File: config.mk
export PLATFORM = sky130hd
export DESIGN_NAME = i2s_adc_rx
export DESIGN_NICKNAME = d
export VERILOG_FILES = /design/src/rtl/i2s_adc_rx.sv
export SDC_FILE = /design/constraint.sdc
export NUM_CORES = 1
export LEC_CHECK = 0
export ABC_AREA = 1
export CELL_PAD_IN_SITES_DETAIL_PLACEMENT = 1
export CELL_PAD_IN_SITES_GLOBAL_PLACEMENT = 1
export CORE_MARGIN = 2
export CORE_UTILIZATION = 40
export CTS_CLUSTER_DIAMETER = 120
export DETAILED_ROUTE_END_ITERATION = 12
export PLACE_DENSITY = 0.73
export SLEW_MARGIN = 30
export SYNTH_ARGS = -nofsm -noshare
export SYNTH_HDL_FRONTEND = slang
export SYNTH_SLANG_ARGS = --single-unit
File: constraint.sdc
create_clock -name clk100 -period 2.86 [get_ports clk100]
set_input_delay 0.858 -clock clk100 [delete_from_list [all_inputs] [get_ports clk100]]
set_output_delay 0.858 -clock clk100 [all_outputs]
set_load 0.005 [all_outputs]
File: src/rtl/i2s_adc_rx.sv
// i2s_adc_rx: deserialises the codec I2S ADC stream into 24-bit L/R samples in the clk100 domain
module i2s_adc_rx #(
  parameter int DATA_W      = 24,
  parameter int SYNC_STAGES = 2
) (
  input  logic              clk100,
  input  logic              rst,
  input  logic              enable,
  input  logic              ac_bclk,
  input  logic              ac_lrclk,
  input  logic              ac_sdata,
  output logic [DATA_W-1:0] audio_l_out,
  output logic [DATA_W-1:0] audio_r_out,
  output logic              sample_valid,
  output logic              frame_err
);
  localparam int CW = $clog2(DATA_W);
  typedef enum logic [1:0] {IDLE, SKIP, SHIFT, WAIT} state_t;
  state_t                 state_q, state_d;
  logic [SYNC_STAGES-1:0] bclk_sync_q, bclk_sync_d, lr_sync_q, lr_sync_d, sd_sync_q, sd_sync_d;
  logic                   bclk_prev_q, bclk_prev_d, lr_prev_q, lr_prev_d, chan_q, chan_d;
  logic [CW-1:0]          bitcnt_q, bitcnt_d;
  logic [DATA_W-2:0]      shreg_q, shreg_d;
  logic [DATA_W-1:0]      l_hold_q, l_hold_d, audio_l_q, audio_l_d, audio_r_q, audio_r_d;
  logic                   valid_q, valid_d, err_q, err_d;
  logic                   bclk_s, lr_s, sd_s, rise, lr_chg, last;
  logic [DATA_W-1:0]      word;
  assign audio_l_out  = audio_l_q;
  assign audio_r_out  = audio_r_q;
  assign sample_valid = valid_q;
  assign frame_err    = err_q;
  always_comb begin
    bclk_sync_d = {bclk_sync_q[SYNC_STAGES-2:0], ac_bclk};
    lr_sync_d   = {lr_sync_q[SYNC_STAGES-2:0], ac_lrclk};
    sd_sync_d   = {sd_sync_q[SYNC_STAGES-2:0], ac_sdata};
    bclk_s      = bclk_sync_q[SYNC_STAGES-1];
    lr_s        = lr_sync_q[SYNC_STAGES-1];
    sd_s        = sd_sync_q[SYNC_STAGES-1];
    rise        = bclk_s & ~bclk_prev_q;
    lr_chg      = rise & (lr_s != lr_prev_q);
    word        = {shreg_q, sd_s};
    last        = bitcnt_q == CW'(DATA_W - 1);
    bclk_prev_d = bclk_s;
    lr_prev_d   = rise ? lr_s : lr_prev_q;
    state_d     = state_q;
    chan_d      = chan_q;
    bitcnt_d    = bitcnt_q;
    shreg_d     = shreg_q;
    l_hold_d    = l_hold_q;
    audio_l_d   = audio_l_q;
    audio_r_d   = audio_r_q;
    valid_d     = 1'b0;
    err_d       = 1'b0;
    if (!enable) state_d = IDLE;
    else begin
      case (state_q)
        IDLE: if (lr_chg && !lr_s) begin
          state_d = SKIP;
          chan_d  = 1'b0;
        end
        // The lr-change rise itself carried the delay bit; the next rise is the MSB.
        SKIP: begin
          bitcnt_d = '0;
          state_d  = SHIFT;
        end
        SHIFT: if (rise) begin
          if (last) begin
            state_d  = lr_chg ? SKIP : WAIT;
            chan_d   = lr_chg ? lr_s : chan_q;
            l_hold_d = chan_q ? l_hold_q : word;
            if (chan_q) begin
              audio_l_d = l_hold_q;
              audio_r_d = word;
              valid_d   = 1'b1;
            end
          end else if (lr_chg) begin
            err_d   = 1'b1;
            state_d = lr_s ? IDLE : SKIP;
            chan_d  = 1'b0;
          end else begin
            shreg_d  = word[DATA_W-2:0];
            bitcnt_d = bitcnt_q + 1'b1;
          end
        end
        WAIT: if (lr_chg) begin
          state_d = SKIP;
          chan_d  = lr_s;
        end
        default: state_d = IDLE;
      endcase
    end
  end
  always_ff @(posedge clk100 or negedge rst) begin
    if (!rst) begin
      state_q     <= IDLE;
      bclk_sync_q <= '0;
      lr_sync_q   <= '0;
      sd_sync_q   <= '0;
      bclk_prev_q <= 1'b0;
      lr_prev_q   <= 1'b0;
      chan_q      <= 1'b0;
      bitcnt_q    <= '0;
      shreg_q     <= '0;
      l_hold_q    <= '0;
      audio_l_q   <= '0;
      audio_r_q   <= '0;
      valid_q     <= 1'b0;
      err_q       <= 1'b0;
    end else begin
      state_q     <= state_d;
      bclk_sync_q <= bclk_sync_d;
      lr_sync_q   <= lr_sync_d;
      sd_sync_q   <= sd_sync_d;
      bclk_prev_q <= bclk_prev_d;
      lr_prev_q   <= lr_prev_d;
      chan_q      <= chan_d;
      bitcnt_q    <= bitcnt_d;
      shreg_q     <= shreg_d;
      l_hold_q    <= l_hold_d;
      audio_l_q   <= audio_l_d;
      audio_r_q   <= audio_r_d;
      valid_q     <= valid_d;
      err_q       <= err_d;
    end
  end
endmodule
==> results.ini <==
[drt]
viasPerCell=4.92
drt_wl_total_um=10400
vias=3362
drt_pass1_iterations=4
drcViolationCount=0
ant_nets=0
avgRoutedWirePerCell_um=15.2
first_iter_violations=166

[sta]
rsz0062_at_grt=false
fmax_mhz=437
final.setup.tns_ps=0
fin_skew_ps=10.2
hold_viol_final=0
slew_violations=0
slew_headroom_pct=65.1
period_share_pct=80.1
period_needed_ps=2290
tightest_slew_ps=524
setup_viol=0

[cells_and_area]
fin_area_um2=5690
multi_input_area_um2=1360
fin_nets=545
diodes=0
utilization_pct=52.4
fillers=1232
layout-drive-gt1-share_pct=8.46
seqCellArea_um2=2830
final_cells=684
area.growth.synth_to_final_pct=28.1

[clock_network]
numCtsBuffers=17
cts_max_path_buffers=2
clk_pin_slew_ps=50
cts_tree=built
clock_sinks=113
holdBufCountCts=0
clk_latency_ps=510
htreeDepth=4
post_cts_buffers=0
cts-root-buf=clkbuf_8
cts_resized=0

[synthesis]
seq_area_frac_synth_pct=63.7
netlist.area_leader.share_pct=63.7
async_flop_share_pct=100
synth_area_leaders=dfrtp_1 64%, nand2_1 15%, o21ai_0 5.6%, o21ai_1 3.2%, inv_1 3.0%
postSynthAreaPerCell_um2=9.41
synth_edf_count=0
synth.ff_latch_count=113
ys.flop_type=dfrtp_1
mappedNetlistArea_um2=4440
synth.most_common_cell=nand2_1
syn-num-nets=483
synth_cell_type_count=24
synth_common_cells=177 x nand2_1, 113 x dfrtp_1, 50 x o21ai_0
yosysTopAreaCell=dfrtp_1
yosysWarnings=0
synth_cells=472

[worst_hold_path]
hold_path_class=in2async

[floorplanning]
die_area_um2=12000
die-width_um=109
die_h_um=109
rows=38
pin_count=56
core_um2=10800
start_util_pct=41.0

[outcome]
outcome=completed

[worst_setup_path]
end_kind=output pin
crit_slowest_cell=clkdlybuf4s50_1
path_buf_inv=1
path_class=reg2out
cpPeakStageDelay_ps=530
worstPathMaxFanout=2
worstPathRequired_ps=2000
startpoint_type=flop
crit_family=buffers and inverters
critical_path_arrival_ps=1430
path_cells=clkdlybuf4s50_1

[pwr]
p_total_w=0.00389
p_comb_share_pct=5.9
pwr-share-clk_pct=51.7
power_per_cell_area_nw_per_um2=683
swShare_pct=22.0
power.switching_w=0.000855
irDropWorstVdd_uv=279
power_leakage_nw=2.64
internal-power_w=0.00303
power_frac_seq_pct=42.4

[global_route]
grt_pass1_wl_um=17900
track_usage_pct=19.7
gr-total-overflow=0
grt_max_degree=49
antenna_found_initial=0
grt_pass1_vias=3579

[job]
maxCapViolCount=0

[placed_design]
dpl.hpwl_um=6280
place_area_um2=5120
gp_congestion=0.787
numPortBuffers=55
dp.cells=655

==> area by class of cell <==
| cell class | instances | area share, % |
|---|---|---|
| clock inverters | 6 | 1.41 |
| multi-input cells | 302 | 23.9 |
| repair buffers | 63 | 10.9 |
| flip-flops and latches | 113 | 49.7 |
| well taps | 140 | 3.08 |
| inverters | 37 | 2.44 |
| clock buffers | 23 | 8.56 |
==> power groups by stage <==
stage | clock network, W | logic [W] | registers [W]
after global routing | 0.00213 | 0.000270 | 0.00165
after detailed placement | 0 | 0.000232 | 0.00167
after floorplan | 0 | 0.000145 | 0.00167
after global placement | 0 | 0.000218 | 0.00167
final | 0.00201 | 0.000231 | 0.00165
after CTS | 0.00206 | 0.000234 | 0.00165
==> cells in the final DEF (no fill, tap or decap) <==
cell type        instances
a21oi_1                  3
buf_12                   1
buf_4                    8
bufinv_16                2
clkbuf_1                 1
clkbuf_16               16
clkbuf_8                 6
clkdlybuf4s50_1         54
clkinv_2                 4
dfrtp_1                113
ha_1                     5
inv_1                   35
inv_2                    2
nand2_1                177
nand2_2                  1
nand3_1                 13
nand4_1                  2
nand4_2                  1
nand4_4                  1
nor2_1                  12
nor2_2                   1
nor2_4                   1
nor3_1                   3
o21ai_0                 50
o21ai_1                 28
o31ai_1                  1
or2_2                    2
xnor2_1                  1
==> per-stage QoR <==
stage                     worst slack [ps]  hold WS (ps)
final                                  569           325
after global routing                   450           338
after CTS                              548           314
after detailed placement               425           336
after global placement                 489           333
after floorplan                        966           331
==> routing by layer <==
metal  part of all wire [%]  vias up  GRT usage (%)
met5                      0        -              0
li1                       -     1616              -
met1                     47     1678           26.7
met2                     48       66           30.7
met3                    4.4        2           5.39
met4                   0.37        0           7.14
==> flip-flops by register name, indices dropped and copies added, names as in the netlist <==
name / cells
bitcnt_q: 5
lr_sync_q: 2
audio_r_out: 24
chan_q: 1
sd_sync_q: 2
lr_prev_q: 1
bclk_prev_q: 1
l_hold_q: 24
bclk_sync_q: 2
sample_valid: 1
audio_l_out: 24
frame_err: 1
state_q: 2
shreg_q: 23
==> logic make-up after synthesis <==
family,Yosys count,share of synthesized area [%]
AND/OR/NAND/NOR,214,19.6
AO/OA/AOI/OAI,82,9.30
buffers and inverters,57,5.75
adder cells (fa/ha/maj),5,1.41
flip-flops,113,63.7
XOR/XNOR,1,0.197
==> path summary, 6_finish.rpt <==
check	startpoint	to	slack [ps]	cells after the start
worst max-delay path	audio_r_out[22]$_DFFE_PN0P_	audio_r_out[22]	570	1
worst min register to register	lr_sync_q[0]$_DFF_PN0_	lr_sync_q[1]$_DFF_PN0_	350	0
max in group asynchronous	rst	audio_l_out[21]$_DFFE_PN0P_	1810	2
min in group clk100	lr_sync_q[0]$_DFF_PN0_	lr_sync_q[1]$_DFF_PN0_	350	0
worst max register to register	state_q[0]$_DFFE_PN0P_	bitcnt_q[1]$_DFFE_PN0P_	670	7
worst min-delay path	rst	bitcnt_q[0]$_DFFE_PN0P_	320	1
Power figures use the tool's default switching activity.
